[src/rtl/ena_pattern_gen.sv]
// Serialises a latched bit pattern MSB-first onto ena, then drains, while counting triggers.
// Optional PAT_GEN_LOOP_EN adds a loop input that replays the pattern back-to-back.
module ena_pattern_gen #(
  parameter int unsigned PAT_W     = 16,
  parameter int unsigned LEN_W     = 5,
  parameter int unsigned CNT_W     = 8,
  parameter int unsigned DRAIN_CYC = 2
) (
  input  logic             clk,
  input  logic             rst_n,
  input  logic             start,
  input  logic [PAT_W-1:0] pattern,
  input  logic [LEN_W-1:0] pat_len,
  input  logic             trigger,
`ifdef PAT_GEN_LOOP_EN
  input  logic             loop,
`endif
  output logic             ena,
  output logic             busy,
  output logic             done,
  output logic [CNT_W-1:0] trig_count
);

  localparam int unsigned DW = (DRAIN_CYC > 0) ? $clog2(DRAIN_CYC + 1) : 1;

  typedef enum logic [1:0] {StIdle, StShift, StDrain} state_e;

  state_e           state_q, state_d;
  logic [PAT_W-1:0] pat_q, pat_d;
  logic [LEN_W-1:0] bits_q, bits_d;
  logic [DW-1:0]    drain_q, drain_d;
  logic             ena_q, ena_d;
  logic             busy_q, busy_d;
  logic             done_q, done_d;
  logic [CNT_W-1:0] cnt_q, cnt_d;

  logic             len_ok;
  logic             loop_en;
  logic [PAT_W-1:0] first_sh, next_sh;

`ifdef PAT_GEN_LOOP_EN
  logic [LEN_W-1:0] len_q, len_d;
  logic [PAT_W-1:0] reload_sh;
  assign loop_en   = loop;
  assign reload_sh = pat_q >> (len_q - 1'b1);
`else
  assign loop_en = 1'b0;
`endif

  assign len_ok   = (pat_len != '0) && (pat_len <= LEN_W'(PAT_W));
  // Shifting instead of indexing keeps the bit select width-agnostic.
  assign first_sh = pattern >> (pat_len - 1'b1);
  assign next_sh  = pat_q >> (bits_q - 1'b1);

  always_comb begin
    state_d = state_q;
    pat_d   = pat_q;
    bits_d  = bits_q;
    drain_d = drain_q;
    ena_d   = ena_q;
    busy_d  = busy_q;
    done_d  = 1'b0;
    cnt_d   = cnt_q;
`ifdef PAT_GEN_LOOP_EN
    len_d   = len_q;
`endif

    if (busy_q && trigger && (cnt_q != '1)) begin
      cnt_d = cnt_q + 1'b1;
    end

    unique case (state_q)
      StIdle: begin
        if (start && len_ok) begin
          pat_d   = pattern;
          ena_d   = first_sh[0];
          busy_d  = 1'b1;
          cnt_d   = '0;
          bits_d  = pat_len - 1'b1;
          state_d = StShift;
`ifdef PAT_GEN_LOOP_EN
          len_d   = pat_len;
`endif
        end
      end
      StShift: begin
        if (bits_q != '0) begin
          ena_d  = next_sh[0];
          bits_d = bits_q - 1'b1;
        end else if (loop_en) begin
`ifdef PAT_GEN_LOOP_EN
          ena_d  = reload_sh[0];
          bits_d = len_q - 1'b1;
`endif
        end else begin
          ena_d = 1'b0;
          if (DRAIN_CYC == 0) begin
            busy_d  = 1'b0;
            done_d  = 1'b1;
            state_d = StIdle;
          end else begin
            drain_d = DW'(DRAIN_CYC);
            state_d = StDrain;
          end
        end
      end
      StDrain: begin
        ena_d   = 1'b0;
        drain_d = drain_q - 1'b1;
        if (drain_q <= DW'(1)) begin
          drain_d = '0;
          busy_d  = 1'b0;
          done_d  = 1'b1;
          state_d = StIdle;
        end
      end
      default: state_d = StIdle;
    endcase
  end

  always_ff @(posedge clk or negedge rst_n) begin
    if (!rst_n) begin
      state_q <= StIdle;
      pat_q   <= '0;
      bits_q  <= '0;
      drain_q <= '0;
      ena_q   <= 1'b0;
      busy_q  <= 1'b0;
      done_q  <= 1'b0;
      cnt_q   <= '0;
`ifdef PAT_GEN_LOOP_EN
      len_q   <= '0;
`endif
    end else begin
      state_q <= state_d;
      pat_q   <= pat_d;
      bits_q  <= bits_d;
      drain_q <= drain_d;
      ena_q   <= ena_d;
      busy_q  <= busy_d;
      done_q  <= done_d;
      cnt_q   <= cnt_d;
`ifdef PAT_GEN_LOOP_EN
      len_q   <= len_d;
`endif
    end
  end

  assign ena        = ena_q;
  assign busy       = busy_q;
  assign done       = done_q;
  assign trig_count = cnt_q;

endmodule

[config.mk]
export PLATFORM = sky130hd
export DESIGN_NAME = ena_pattern_gen
export DESIGN_NICKNAME = d
export VERILOG_FILES = /design/src/rtl/ena_pattern_gen.sv
export SDC_FILE = /design/constraint.sdc
export NUM_CORES = 1
export LEC_CHECK = 0
export CORE_AREA = 10 10 97 99
export CTS_BUF_LIST = sky130_fd_sc_hd__clkbuf_4 sky130_fd_sc_hd__clkbuf_8
export CTS_CLUSTER_SIZE = 12
export DETAILED_ROUTE_END_ITERATION = 8
export DIE_AREA = 0 0 107 109
export PLACE_DENSITY = 0.48
export SYNTH_ARGS = -nofsm -noshare
export SYNTH_HDL_FRONTEND = slang
export SYNTH_SLANG_ARGS = --single-unit
[constraint.sdc]
create_clock -name clk -period 2.1 [get_ports clk]
set_clock_uncertainty 0.1 [all_clocks]
set_input_delay 0.42 -clock clk [delete_from_list [all_inputs] [get_ports clk]]
set_output_delay 0.42 -clock clk [all_outputs]
set_load 0.005 [all_outputs]
==> flow_metrics.env <==
export IMPL_h_tree_depth=2
export IMPL_ir_drop_v=0.000593
export IMPL_async_flop_share=1.00
export IMPL_rr_worst_depth=7
export IMPL_grt_pass1_vias=1727
export IMPL_r2r_end="state_q[0]"
export IMPL_synth_area_leaders="dfrtp_1, mux2_2, ha_1, mux4_1, mux4_2"
export IMPL_p_per_area_nw_per_um2=1250
export IMPL_wirelength_um=5270
export IMPL_synth_top_family_by_area="multiplexers"
export IMPL_initial_core_util=0.289
export IMPL_ctsLongestPathBuffers=2
export IMPL_dpl_hpwl_um=4110
export IMPL_yosys_area_share_simple=0.134
export IMPL_yosysWarnings=0
export IMPL_rsz0062_at_grt="true"
export IMPL_drive_gt1_frac=0.261
export IMPL_synthMuxAreaShare=0.216
export IMPL_synthAdderAreaFrac=0.0576
export IMPL_port_buffers=35
export IMPL_fin_ws_ns=0.0310
export IMPL_grt_usage=0.0960
export IMPL_grt_remaining_overflow=0
export IMPL_syn_avg_cell_area_sq_um=11.6
export IMPL_max_freq_mhz=483
export IMPL_cts_num_sinks=36
export IMPL_synthesis_nets=223
export IMPL_synth_common_cells="dfrtp_1, mux2_2, inv_1, o21ai_0"
export IMPL_cp_slowest_cell="mux4_2"
export IMPL_die_area_sq_um=11700
export IMPL_status="finished clean"
export IMPL_vias_per_cell=4.70
export IMPL_yosysTopAreaCell="dfrtp_1"
export IMPL_synth_cell_area_sq_um=2170
export IMPL_crit_buf_inv=1
export IMPL_worst_pin_slew_ns=0.483
export IMPL_arrival_ns=2.14
export IMPL_cts_hold_buf=0
export IMPL_drv_cap=0
export IMPL_synth_edf_count=0
export IMPL_switchingPower_mw=1.34
export IMPL_p_leak_nw=1.23
export IMPL_rows=32
export IMPL_endpoint="ena"
export IMPL_vias=1630
export IMPL_p_int_mw=2.32
export IMPL_r2r_slack_ns=0.16
export IMPL_critical_path_top_delay_family="multiplexers"
export IMPL_first_pass_iters=4
export IMPL_hold_slack_ns=0.0682
export IMPL_total_power_mw=3.65
export IMPL_drtIter0Drc=25
export IMPL_routedWlPerCell_um=15.2
export IMPL_switching_share=0.366
export IMPL_period_share=0.985
export IMPL_synth_xor_area_frac=0.0599
export IMPL_synthFlopType="dfrtp_1"
export IMPL_cp_end_kind="flip-flop"
export IMPL_maxSlewViolCount=0
export IMPL_yosysSeqAreaShare=0.415
export IMPL_grt_pass1_wl_um=8820
export IMPL_synth_compound_area_frac=0.0806
export IMPL_io_pins=36
export IMPL_finalHoldViolCount=0
export IMPL_clock_latency_ns=0.29
export IMPL_synth_cells=188
export IMPL_drc=0
export IMPL_n_antenna_cell=0
export IMPL_cts_buffers_inserted=5
export IMPL_clkPwrFrac=0.144
export IMPL_ant_nets=0
export IMPL_crit_required_ns=2.17
export IMPL_crit_type="in -> reg"
export IMPL_cts_clk_slew_worst_paths_ns=0.08
export IMPL_yosysTopAreaCellShare=0.415
export IMPL_yosysMostFrequentCell="dfrtp_1"
export IMPL_gp_congestion=0.769
export IMPL_fp_dieW_um=107
export IMPL_crit_start="pat_len[2]"
export IMPL_slew_headroom=0.678
export IMPL_root_buffer="clkbuf_8"
export IMPL_slowest_delay_ns=0.55
export IMPL_crit_chain="clkdlybuf4s50_1 -> nor3_1 -> xnor2_1 -> mux4_2 -> nand3b_1 -> a41oi_2"
export IMPL_setup_viol=0
export IMPL_startpoint_type="input port"
export IMPL_seq_power_share=0.337
export IMPL_path_max_fanout=3
export IMPL_grt_max_degree=37
export IMPL_fp_coreArea_sq_um=7530
export IMPL_nets=279
export IMPL_ys_types=41
export IMPL_stdcell_count=347
export IMPL_die_y_um=109
export IMPL_combPwrFrac=0.519
export IMPL_dpl_cell_area_sq_um=2780
export IMPL_ys_ff_latch=36
export IMPL_final_area_sq_um=2920
export IMPL_antenna_found_initial=0
export IMPL_syn_to_final_growth_pct=34.5
export IMPL_fillers=770
export IMPL_dp_cells=339
export IMPL_min_period_ns=2.07
export IMPL_hp_class="in -> async"
export IMPL_crit_cells=6
export IMPL_dp_slack_ns=-0.557
export IMPL_cts_tree="yes"
export IMPL_reg2reg_from="bits_q[0]"
## sequential cells by signal, summed over array words and instances, names as in the netlist
| signal | count |
|---|---|
| pat_q | 16 |
| trig_count | 8 |
| bits_q | 5 |
| drain_q | 2 |
| state_q | 2 |
| busy | 1 |
| done | 1 |
| ena | 1 |
## worst min path at each step
stage,start,endpoint,cells past startpoint
after floorplan,rst_n,bits_q[0],0
after detailed placement,drain_q[0],drain_q[0],1
final,rst_n,ena,2
after global placement,drain_q[0],drain_q[0],1
after CTS,rst_n,pat_q[3],2
after global routing,rst_n,pat_q[3],2
## layout by cell type (no fill, tap or decap), types with 2 or more instances in the layout
cell type        instances
a21oi_1                  4
dfrtp_1                 36
nor2_1                  10
nand4_1                  7
ha_1                     8
nor3_1                   4
a41oi_2                  2
ha_4                     2
nor3b_1                  5
buf_4                   18
mux4_1                   3
xnor2_1                  5
dlygate4sd2_1            2
inv_1                   11
clkdlybuf4s50_1         32
o21ai_0                 12
mux4_2                   4
nand3b_1                 3
clkbuf_8                 6
mux2i_1                  6
nor2b_1                  3
mux2_2                  20
xor2_1                   7
clkinv_2                 2
nand2_1                  7
and3_1                   2
## per-stage QoR
stage,utilization,TNS (ns)
6_report,0.388,0
5_1_grt,0.388,-0.0221
4_1_cts,0.384,0
3_5_place_dp,0.370,-12.49
3_3_place_gp,0.370,-12.10
2_1_floorplan,-,0
## routing by layer
layer  share of wire  vias up  track usage
li1                -      802            -
met1            0.44      783        0.111
met2            0.49       37        0.168
met3           0.051        8       0.0301
met4           0.011        0       0.0261
met5               0        -            0
## power by group through the flow
stage               logic (mW)  clock network (mW)  registers [mW]
floorplan                 1.26                   0            1.19
global placement          1.85                   0            1.24
detailed placement        1.85                   0            1.24
CTS                       1.87               0.543            1.23
global route              2.10               0.566            1.28
finish                    1.90               0.528            1.23
## cell families after synthesis
logic type / count (synthesis)
xor+xnor: 14
flops: 36
fa+ha+maj: 10
mux: 34
compound gates: 26
simple gates: 50
buf+inv: 18
## area by class of cell
class	instances	area [sq um]	area share
sequential	36	901	0.308
inverter	12	45.0	0.0154
clock inverter	2	10.0	0.00343
tap	102	128	0.0437
timing repair buffer	55	509	0.174
clock buffer	6	82.6	0.0283
multi-input combinational	134	1250	0.427
## what timing repair did
action | CTS | global route
setup buffers | 0 | 0
pin swaps | 1 | 1
resized for setup | 7 | 3
endpoints found under the setup margin | 31 | 15
(Power assumes the default switching activity.)
